===== src/rtl/bus_arbiter_pkg.sv =====
// Shared types and widths for the IF/MEM bus arbiter.
// The state encodings are also used by debug/trace logic elsewhere in the pipeline.
package bus_arbiter_pkg;

  localparam int BUS_ADDR_W = 32;
  localparam int BUS_DATA_W = 32;
  localparam int BUS_SEL_W  = 4;

  localparam logic [BUS_SEL_W-1:0] SEL_WORD = 4'hF;

  typedef enum logic [1:0] {
    ARB_IDLE = 2'd0,
    ARB_IF   = 2'd1,
    ARB_MEM  = 2'd2,
    ARB_DROP = 2'd3
  } arb_state_e;

endpackage


===== src/rtl/bus_arbiter.sv =====
// Shares one Wishbone-style bus between the fetch port and the data port,
// one transaction at a time, with flush handling and an ack timeout.
module bus_arbiter
  import bus_arbiter_pkg::*;
#(
  parameter logic [7:0] TIMEOUT = 8'd255
) (
  input  logic                  clk,
  input  logic                  rst,
  input  logic                  flush,

  input  logic                  if_req,
  input  logic [BUS_ADDR_W-1:0] if_addr,
  output logic [BUS_DATA_W-1:0] if_rdata,
  output logic                  if_ack,
  output logic                  if_err,

  input  logic                  mem_req,
  input  logic                  mem_we,
  input  logic [BUS_SEL_W-1:0]  mem_sel,
  input  logic [BUS_ADDR_W-1:0] mem_addr,
  input  logic [BUS_DATA_W-1:0] mem_wdata,
  output logic [BUS_DATA_W-1:0] mem_rdata,
  output logic                  mem_ack,
  output logic                  mem_err,

  output logic                  bus_cyc,
  output logic                  bus_stb,
  output logic                  bus_we,
  output logic [BUS_SEL_W-1:0]  bus_sel,
  output logic [BUS_ADDR_W-1:0] bus_addr,
  output logic [BUS_DATA_W-1:0] bus_wdata,
  input  logic [BUS_DATA_W-1:0] bus_rdata,
  input  logic                  bus_ack,

  output logic                  stallreq_from_if,
  output logic                  stallreq_from_mem
);

  arb_state_e            state_q, state_d;
  logic [7:0]            cnt_q, cnt_d;
  logic                  cyc_q, cyc_d;
  logic                  we_q, we_d;
  logic [BUS_SEL_W-1:0]  sel_q, sel_d;
  logic [BUS_ADDR_W-1:0] addr_q, addr_d;
  logic [BUS_DATA_W-1:0] wdata_q, wdata_d;
  logic                  timeout_hit;

  // True in the cycle whose missing ack would bring the wait count to TIMEOUT.
  assign timeout_hit = (cnt_q == TIMEOUT - 8'd1);

  always_comb begin
    state_d   = state_q;
    cnt_d     = cnt_q;
    we_d      = we_q;
    sel_d     = sel_q;
    addr_d    = addr_q;
    wdata_d   = wdata_q;
    if_ack    = 1'b0;
    if_err    = 1'b0;
    if_rdata  = '0;
    mem_ack   = 1'b0;
    mem_err   = 1'b0;
    mem_rdata = '0;

    unique case (state_q)
      ARB_IDLE: begin
        cnt_d = '0;
        if (mem_req) begin
          state_d = ARB_MEM;
          we_d    = mem_we;
          sel_d   = mem_sel;
          addr_d  = mem_addr;
          wdata_d = mem_wdata;
        end else if (if_req && !flush) begin
          state_d = ARB_IF;
          we_d    = 1'b0;
          sel_d   = SEL_WORD;
          addr_d  = if_addr;
          wdata_d = '0;
        end
      end

      ARB_IF: begin
        if (flush) begin
          // A cancelled fetch either finishes silently now or keeps the bus until the slave answers.
          cnt_d   = '0;
          state_d = (bus_ack || timeout_hit) ? ARB_IDLE : ARB_DROP;
        end else if (bus_ack || timeout_hit) begin
          if_ack   = 1'b1;
          if_err   = ~bus_ack;
          if_rdata = bus_ack ? bus_rdata : '0;
          state_d  = ARB_IDLE;
        end else begin
          cnt_d = cnt_q + 8'd1;
        end
      end

      ARB_MEM: begin
        if (bus_ack || timeout_hit) begin
          mem_ack   = 1'b1;
          mem_err   = ~bus_ack;
          mem_rdata = bus_ack ? bus_rdata : '0;
          state_d   = ARB_IDLE;
        end else begin
          cnt_d = cnt_q + 8'd1;
        end
      end

      ARB_DROP: begin
        if (bus_ack || timeout_hit) begin
          state_d = ARB_IDLE;
        end else begin
          cnt_d = cnt_q + 8'd1;
        end
      end

      default: state_d = ARB_IDLE;
    endcase

    // Bus fields read as zero whenever no transaction is in flight.
    cyc_d = (state_d != ARB_IDLE);
    if (!cyc_d) begin
      we_d    = 1'b0;
      sel_d   = '0;
      addr_d  = '0;
      wdata_d = '0;
    end
  end

  always_ff @(posedge clk or negedge rst) begin
    if (!rst) begin
      state_q <= ARB_IDLE;
      cnt_q   <= '0;
      cyc_q   <= 1'b0;
      we_q    <= 1'b0;
      sel_q   <= '0;
      addr_q  <= '0;
      wdata_q <= '0;
    end else begin
      state_q <= state_d;
      cnt_q   <= cnt_d;
      cyc_q   <= cyc_d;
      we_q    <= we_d;
      sel_q   <= sel_d;
      addr_q  <= addr_d;
      wdata_q <= wdata_d;
    end
  end

  assign bus_cyc   = cyc_q;
  assign bus_stb   = cyc_q;
  assign bus_we    = we_q;
  assign bus_sel   = sel_q;
  assign bus_addr  = addr_q;
  assign bus_wdata = wdata_q;

  assign stallreq_from_mem = mem_req & ~mem_ack;
  assign stallreq_from_if  = if_req & ~if_ack & ~flush;

endmodule


===== config.mk =====
export PLATFORM = sky130hd
export DESIGN_NAME = bus_arbiter
export DESIGN_NICKNAME = d
export VERILOG_FILES = /design/src/rtl/bus_arbiter_pkg.sv /design/src/rtl/bus_arbiter.sv
export SDC_FILE = /design/constraint.sdc
export NUM_CORES = 1
export LEC_CHECK = 0
export ABC_AREA = 0
export BUFFER_PORTS_ARGS = -buffer_cell sky130_fd_sc_hd__buf_2
export CAP_MARGIN = 20
export CORE_MARGIN = 4
export CORE_UTILIZATION = 43
export CTS_BUF_LIST = sky130_fd_sc_hd__clkbuf_4 sky130_fd_sc_hd__clkbuf_8 sky130_fd_sc_hd__clkbuf_16
export CTS_CLUSTER_DIAMETER = 60
export CTS_CLUSTER_SIZE = 28
export DETAILED_ROUTE_END_ITERATION = 12
export PLACE_DENSITY = 0.82
export SYNTH_ARGS = -nofsm -noshare
export SYNTH_HDL_FRONTEND = slang
export SYNTH_SLANG_ARGS = --single-unit

===== constraint.sdc =====
create_clock -name clk -period 2.67 [get_ports clk]
set_clock_uncertainty 0.2 [all_clocks]
set_input_delay 0.267 -clock clk [delete_from_list [all_inputs] [get_ports clk]]
set_output_delay 0.267 -clock clk [all_outputs]
set_load 0.01 [all_outputs]

==> impl_metrics.yaml, run 1 <==
routing:
  drc: 0
  num_vias: 4556
  viasPerCell: 5.14
  wl_per_cell_um: 17.1
  final_antenna_net_count: 0
  drtPass1Iterations: 6
  finalWirelength_um: 15100
  drtIter0Drc: 405
finish:
  fin_util: 0.650
  final_layout_size_suffix_gt1_frac: 0.460
  syn_to_final_growth_pct: 48.1
  final_nets: 888
pwr:
  clockPowerShare: 0.232
  total_power_mw: 3.95
  switchingPower_mw: 1.46
  power_density_nw_per_um2: 624
  vdd_drop_max_mv: 0.304
  power_leakage_nw: 3.41
  power_frac_comb: 0.372
  p_seq_frac: 0.396
  p_int_mw: 2.49
  p_sw_frac: 0.370
cts:
  clk_pin_slew_ns: 0.08
  cts_root_buffer: "clkbuf_8"
  cts_tree: "built"
  clock_sinks: 80
  worst_skew_pair.late_latency_ns: 0.34
  cts_setup_buffers: 0
  clk_path_buf_depth: 2
  cts.htree.levels: 3
  numCtsBuffers: 9
worst_setup_path:
  rr_startpoint: "cnt_q[0]"
  startpoint_type: "flop"
  reg2reg_slack_ns: 0.49
  worstPathRequired_ns: 2.20
  critical_path_buf_inv_count: 2
  slowest_delay_ns: 0.41
  critPathArrivalTime_ns: 1.98
  timing.rr.end: "bus_wdata[16]"
  cp.depth: 7
  cp_max_fo: 9
  r2r_cells: 7
  path_class: "flop to output port"
  worst_path_dominant_cell_family: "simple AND/OR/NAND/NOR gates"
  cp-end-kind: "output port"
  path_cells: "inv_1, ha_1, and3_1, a21oi_4, nor2_1, nor2b_1, buf_2"
  crit_slowest_cell: "dfrtp_1"
synth:
  synth.top_cell.area_share: 0.469
  yosysWarningCount: 0
  yosys.area.top_type: "dfrtp_1"
  ys_async_sr_fraction: 1.00
  synth_common_cells: "nor2_1, dfrtp_1, nand2_1"
  synth.top_cells.by_area: "dfrtp_1, nor2_1, a211oi_2, mux2i_1, a22oi_1"
  syn-mean-instance-area_um2: 9.51
  ys_ff_latch: 80
  synth.most_common_cell: "nor2_1"
  synth_nets: 590
  ys.flop_type: "dfrtp_1"
  synth-edff-count: 0
  ys_seq_area_frac: 0.469
  synth_cells: 449
  netlist_area_um2: 4270
  synth.distinct_cells: 41
min_path:
  hp-class: "primary input to flop"
  hold_end: "bus_wdata[3]"
  hp-start: "mem_wdata[3]"
  hold_path_depth: 3
timing:
  relSlewSlack: 0.534
  period_needed_ns: 2.44
  final.period_utilization: 0.915
  slew_violations: 0
  max_freq_mhz: 409
  whs_ns: 0.0277
  setup_tns_ns: 0
  hold_violations: 0
  worstMarginPinSlew_ns: 0.698
  rsz0062_at_grt: "no"
  setup_viol: 0
die:
  dieArea_um2: 11600
  die_h_um: 108
  start_util: 0.439
  chipWidth_um: 108
  core_um2: 9730
  num_rows: 36
  io_pins: 280
global_routing:
  grt_max_degree: 81
  track_usage: 0.255
  grt_pass1_vias: 4622
  grt_pass1_wl_um: 23000
  grt_overflow: 0
  antenna_found_initial: 0
placement:
  numPortBuffers: 279
  dp_hpwl_um: 10900
  routabilityCongestion: 0.897
outcome:
  status: "completed"
flow_run:
  maxCapViolations: 0
logic make-up after synthesis:
kind of cell             after synthesis  share of synthesized area
XOR/XNOR                               3                    0.00615
AND/OR/NAND/NOR                      201                      0.196
AO/OA/AOI/OAI                         85                      0.191
multiplexers                          32                     0.0750
adder cells (fa/ha/maj)                2                    0.00586
buffers and inverters                 46                     0.0577
flip-flops                            80                      0.469
area by class of cell:
cell class	instances	area [um^2]
Fill cell	791	3400
Multi-Input combinational cell	323	2020
Sequential cell	80	2000
Timing Repair Buffer	327	1900
Tap cell	133	166
Clock buffer	10	138
Clock inverter	6	67.6
Inverter	6	22.5
Antenna cell	2	5.00
per-stage QoR:
step / setup slack, ns / std cells / area, um^2
after floorplan: 0.730 / 449 / 4270
after CTS: 0.210 / 884 / 6290
after detailed placement: 0.516 / 830 / 5710
after global placement: 0.622 / 830 / 5710
after global routing: 0.0734 / 885 / 6320
final: 0.226 / 887 / 6320
power by group through the flow:
stage | registers (mW) | logic (mW) | clock network (mW)
global placement | 1.57 | 1.38 | 0
CTS | 1.56 | 1.46 | 0.937
global route | 1.59 | 1.59 | 0.986
detailed placement | 1.57 | 1.42 | 0
floorplan | 1.67 | 0.792 | 0
finish | 1.56 | 1.47 | 0.915
timing repair:
action | CTS | global route
gates resized for setup | 0 | 0
hold endpoints to repair | 117 | 0
hold buffers | 38 | 0
worst reg2reg max path: stages (launching register included):
cell	delay (ns)
dfrtp_1	0.43
inv_1	0.07
ha_1	0.19
and3_1	0.31
a21oi_4	0.15
a21oi_4	0.20
buf_4	0.38
nor2_1	0.13
layer usage:
metal,up-vias,track usage,wire length [um]
li1,2132,-,-
met4,0,0.155,750
met3,41,0.0570,1180
met1,2145,0.261,5310
met5,-,0,0
met2,238,0.466,7890
state kept, by name (all words and copies together) (netlist names):
name	count
state_q	2
cnt_q	8
bus_sel	4
bus_wdata	32
bus_cyc	1
bus_we	1
bus_addr	32
how the worst max path moves through the flow:
| stage | from | to | slack [ns] |
|---|---|---|---|
| 3_3_place_gp | cnt_q[0] | bus_wdata[15] | 0.62 |
| 3_5_place_dp | cnt_q[0] | bus_wdata[15] | 0.52 |
| 4_1_cts | cnt_q[0] | stallreq_from_if | 0.21 |
| 6_report | cnt_q[0] | stallreq_from_if | 0.23 |
| 2_1_floorplan | cnt_q[0] | stallreq_from_if | 0.73 |
| 5_1_grt | cnt_q[0] | stallreq_from_if | 0.07 |
placed cells by master (no fill, tap or decap), drive strengths merged, types with 2 or more instances in the layout:
cell / instances
nor3b: 4
nor2b: 4
nor2: 140
a211oi: 33
a21oi: 6
diode: 2
dlygate4sd3: 38
clkbuf: 10
o21ai: 2
o21a: 2
clkinvlp: 2
xnor2: 2
a21o: 3
nor3: 6
a22oi: 33
ha: 2
clkinv: 2
nand2: 37
inv: 7
nand3: 2
mux2i: 32
dfrtp: 80
buf: 289
No activity file was read; power rests on OpenSTA's default activity.
==> run 2, diff against run 1 <==
--- a/config.mk
+++ b/config.mk
@@ -14,7 +14,7 @@
 export CTS_CLUSTER_DIAMETER = 60
 export CTS_CLUSTER_SIZE = 28
 export DETAILED_ROUTE_END_ITERATION = 12
-export PLACE_DENSITY = 0.82
+export PLACE_DENSITY = 0.86
 export SYNTH_ARGS = -nofsm -noshare
 export SYNTH_HDL_FRONTEND = slang
 export SYNTH_SLANG_ARGS = --single-unit
==> impl_metrics.yaml, run 2 (synthesis results as in run 1) <==
finish:
  stdcell_area_um2: 6310
  syn_to_final_growth_pct: 47.6
  fin_util: 0.648
  antenna_cells: 0
  layout_common_cells: "buf_2, nor2_1, dfrtp_1"
  final_nets: 885
  fin_cells: 882
  final_layout_size_suffix_gt1_frac: 0.463
  layout_commonest_cell: "buf_2"
cts:
  cts_repair_resize_count: 0
  cts_tree: "built"
  cts_root_buffer: "clkbuf_8"
  clock_sinks: 80
  clk_path_buf_depth: 2
  numCtsBuffers: 9
  cts.htree.levels: 3
  worst_skew_pair.late_latency_ns: 0.34
  clk_pin_slew_ns: 0.09
pwr:
  total_power_mw: 4.04
  power_frac_comb: 0.363
  power_density_nw_per_um2: 641
  p_seq_frac: 0.388
  vdd_drop_max_mv: 0.330
  clockPowerShare: 0.249
  p_sw_frac: 0.364
  p_int_mw: 2.57
  power_leakage_nw: 3.41
  switchingPower_mw: 1.47
min_path:
  hp-class: "primary input to flop"
placement:
  dp_hpwl_um: 11200
  place_ws_ns: 0.460
  numPortBuffers: 279
  routabilityCongestion: 0.932
  dp.cells: 831
  dpl_cell_area_um2: 5710
die:
  io_pins: 280
  start_util: 0.439
  core_um2: 9730
  die_h_um: 108
  dieArea_um2: 11600
  chipWidth_um: 108
  num_rows: 36
worst_setup_path:
  worstPathRequired_ns: 2.20
  cp-end-kind: "output port"
  startpoint_type: "flop"
  path_class: "flop to output port"
  cp_max_fo: 9
  critPathArrivalTime_ns: 1.99
timing:
  setup_viol: 0
  worst_slack_ns: 0.211
  slew_violations: 0
  worstMarginPinSlew_ns: 0.645
  final.period_utilization: 0.921
  whs_ns: 0.0100
  hold_violations: 0
  relSlewSlack: 0.570
  rsz0062_at_grt: "no"
  setup_tns_ns: 0
  period_needed_ns: 2.46
  max_freq_mhz: 407
global_routing:
  track_usage: 0.259
  antenna_found_initial: 1
  grt_pass1_wl_um: 23300
  grt_max_degree: 81
  grt_pass1_vias: 4613
  grt_overflow: 0
routing:
  route.met2.wl_um: 8060
  final_antenna_net_count: 0
  num_vias: 4537
  wl_met3_um: 1120
  wl_per_cell_um: 17.3
  finalWirelength_um: 15300
  drtIter0Drc: 379
  viasPerCell: 5.14
  highest_layer: "met5"
  drt-met1-wl_um: 5350
  drc: 0
  drtPass1Iterations: 6
outcome:
  status: "completed"
flow_run:
  maxCapViolations: 0
[run 2: power groups by stage]
stage | Sequential, mW | Combinational (mW) | Clock, mW
finish | 1.57 | 1.47 | 1.01
global route | 1.59 | 1.60 | 1.07
CTS | 1.56 | 1.47 | 1.03
detailed placement | 1.58 | 1.43 | 0
global placement | 1.57 | 1.37 | 0
floorplan | 1.67 | 0.792 | 0
[run 2: layer usage]
metal	vias to the layer above	track usage
met3	46	0.0606
met2	235	0.475
met4	2	0.138
li1	2122	-
met5	-	0
met1	2132	0.270
[run 2: final timing paths]
| path | from | endpoint | cells past startpoint | slack, ns |
|---|---|---|---|---|
| max reg2reg | cnt_q[0] | bus_sel[1] | 7 | 0.41 |
| min in group asynchronous | rst | bus_wdata[23] | 2 | 0.05 |
| max | cnt_q[0] | stallreq_from_if | 7 | 0.21 |
| min reg2reg | bus_wdata[30] | bus_wdata[30] | 2 | 0.33 |
| min | mem_wdata[10] | bus_wdata[10] | 3 | 0.01 |
| max in group asynchronous | rst | cnt_q[6] | 3 | 1.66 |
[run 2: final cells by class]
type / instances / area, um^2
clock buffers: 10 / 131
clock inverters: 6 / 92.6
fillers: 804 / 3420
inverters: 6 / 22.5
multi-input cells: 323 / 2020
flip-flops and latches: 80 / 2000
well taps: 133 / 166
repair buffers: 324 / 1870
[run 2: repair_timing]
| action | 4_1_cts | 5_1_grt |
|---|---|---|
| buffers inserted | 0 | 0 |
| endpoints found under the hold margin | 113 | 0 |
| hold buffers | 34 | 0 |
| endpoints found under the setup margin | 0 | 0 |
[run 2: critical path, stage by stage (launching register included)]
cell     delay (ns)
dfrtp_1        0.41
inv_1          0.07
ha_1           0.24
and3_1         0.24
a21oi_4        0.32
nor2_1         0.11
nor2b_1        0.12
buf_2          0.14
==> run 3, diff against run 2 <==
==> constraint.sdc (replaced) <==
create_clock -name clk -period 2.6 [get_ports clk]
set_clock_uncertainty 0.2 [all_clocks]
set_input_delay 0.26 -clock clk [delete_from_list [all_inputs] [get_ports clk]]
set_output_delay 0.26 -clock clk [all_outputs]
set_load 0.01 [all_outputs]
==> impl_metrics.yaml, run 3 (synthesis results as in run 1) <==
min_path:
  hold_end: "bus_wdata[10]"
  hp-class: "primary input to flop"
  hold_path_depth: 3
  hp-start: "mem_wdata[10]"
worst_setup_path:
  reg2reg_slack_ns: 0.49
  cp-end-kind: "output port"
  cp_max_fo: 9
  worstPathRequired_ns: 2.14
  startpoint_type: "flop"
  critPathArrivalTime_ns: 1.96
  rr_startpoint: "cnt_q[0]"
  r2r_cells: 7
  path_class: "flop to output port"
  timing.rr.end: "bus_wdata[19]"
finish:
  fin_cells: 884
  layout_commonest_cell: "buf_2"
  stdcell_area_um2: 6280
  syn_to_final_growth_pct: 47.1
  layout_common_cells: "buf_2, nor2_1, dfrtp_1"
  final_layout_size_suffix_gt1_frac: 0.460
  fin_util: 0.646
  n_fill_cell: 780
  final_nets: 886
routing:
  viasPerCell: 5.16
  drtPass1Iterations: 5
  route.met2.wl_um: 7940
  wl_per_cell_um: 17.3
  finalWirelength_um: 15300
  num_vias: 4558
  highest_layer: "met4"
  drtIter0Drc: 376
  final_antenna_net_count: 0
  wl_met3_um: 1240
  drt-met1-wl_um: 5390
  drc: 0
cts:
  clk_path_buf_depth: 2
  clock_sinks: 80
  cts_tree: "built"
  worst_skew_pair.late_latency_ns: 0.34
  cts.htree.levels: 3
  clk_pin_slew_ns: 0.09
  numCtsBuffers: 9
  cts_root_buffer: "clkbuf_8"
die:
  chipWidth_um: 108
  core_um2: 9730
  num_rows: 36
  die_h_um: 108
  start_util: 0.439
  dieArea_um2: 11600
  io_pins: 280
timing:
  hold_violations: 0
  rsz0062_at_grt: "no"
  setup_viol: 0
  final.period_utilization: 0.930
  max_freq_mhz: 413
  period_needed_ns: 2.42
  setup_tns_ns: 0
  whs_ns: 0.0130
  worstMarginPinSlew_ns: 0.688
  slew_violations: 0
  relSlewSlack: 0.541
global_routing:
  track_usage: 0.257
  grt_overflow: 0
  antenna_found_initial: 1
  grt_pass1_vias: 4560
  grt_pass1_wl_um: 23200
  grt_max_degree: 81
placement:
  dp_hpwl_um: 11000
  dpl_cell_area_um2: 5710
  dp.cells: 829
  numPortBuffers: 279
  routabilityCongestion: 0.934
pwr:
  vdd_drop_max_mv: 0.320
  power_leakage_nw: 3.39
  power_density_nw_per_um2: 631
outcome:
  status: "completed"
flow_run:
  maxCapViolations: 0
[run 3: cell count changes in the layout (fill, tap and decap cells not counted), moves of 2 or more]
cell / before / now
bufinv_16: 2 / 0
buf_12: 2 / 4
dlygate4sd3_1: 34 / 37
buf_4: 9 / 6
[run 3: layout make-up]
cell class	count	area, um^2	area share
inverter	6	22.5	0.00358
clock inverter	7	55.1	0.00876
timing repair buffer	325	1890	0.300
sequential	80	2000	0.319
multi-input combinational	323	2020	0.322
antenna	1	2.50	0.000398
tap	133	166	0.0265
clock buffer	9	124	0.0197
[run 3: worst max path at each step]
stage,startpoint,to
floorplan,cnt_q[0],stallreq_from_if
global placement,cnt_q[0],bus_wdata[28]
detailed placement,cnt_q[0],bus_wdata[10]
CTS,cnt_q[0],stallreq_from_if
global route,cnt_q[0],stallreq_from_if
finish,cnt_q[0],stallreq_from_if
[run 3: metrics by stage]
step | setup WS (ns) | total power, mW
global placement | 0.600 | 3.02
global route | 0.00116 | 4.21
detailed placement | 0.488 | 3.08
floorplan | 0.667 | 2.53
finish | 0.181 | 3.96
CTS | 0.154 | 3.98
[run 3: power by group]
part	total (mW)	switching (mW)	internal, mW
registers	1.61	0.140	1.47
clock network	0.847	0.492	0.355
logic	1.51	0.892	0.618
total	3.96	1.52	2.44
[run 3: worst max-delay path: stages, from the launching register on]
cell and delay, ns:
dfrtp_1 0.41, inv_1 0.06, ha_1 0.23, and3_1 0.23, a21oi_4 0.32, nor2_1 0.12, nor2b_1 0.11, buf_2 0.13
[run 3: repair_timing]
item | in CTS | in global routing
hold buffers | 37 | 0
hold endpoints to repair | 116 | 0
setup buffers | 0 | 0
gates resized for setup | 0 | 0
[run 3: layer usage]
metal  track usage  vias up
met5             0        -
met4         0.144        0
met3        0.0618       53
met2         0.460      242
met1         0.275     2139
li1              -     2124
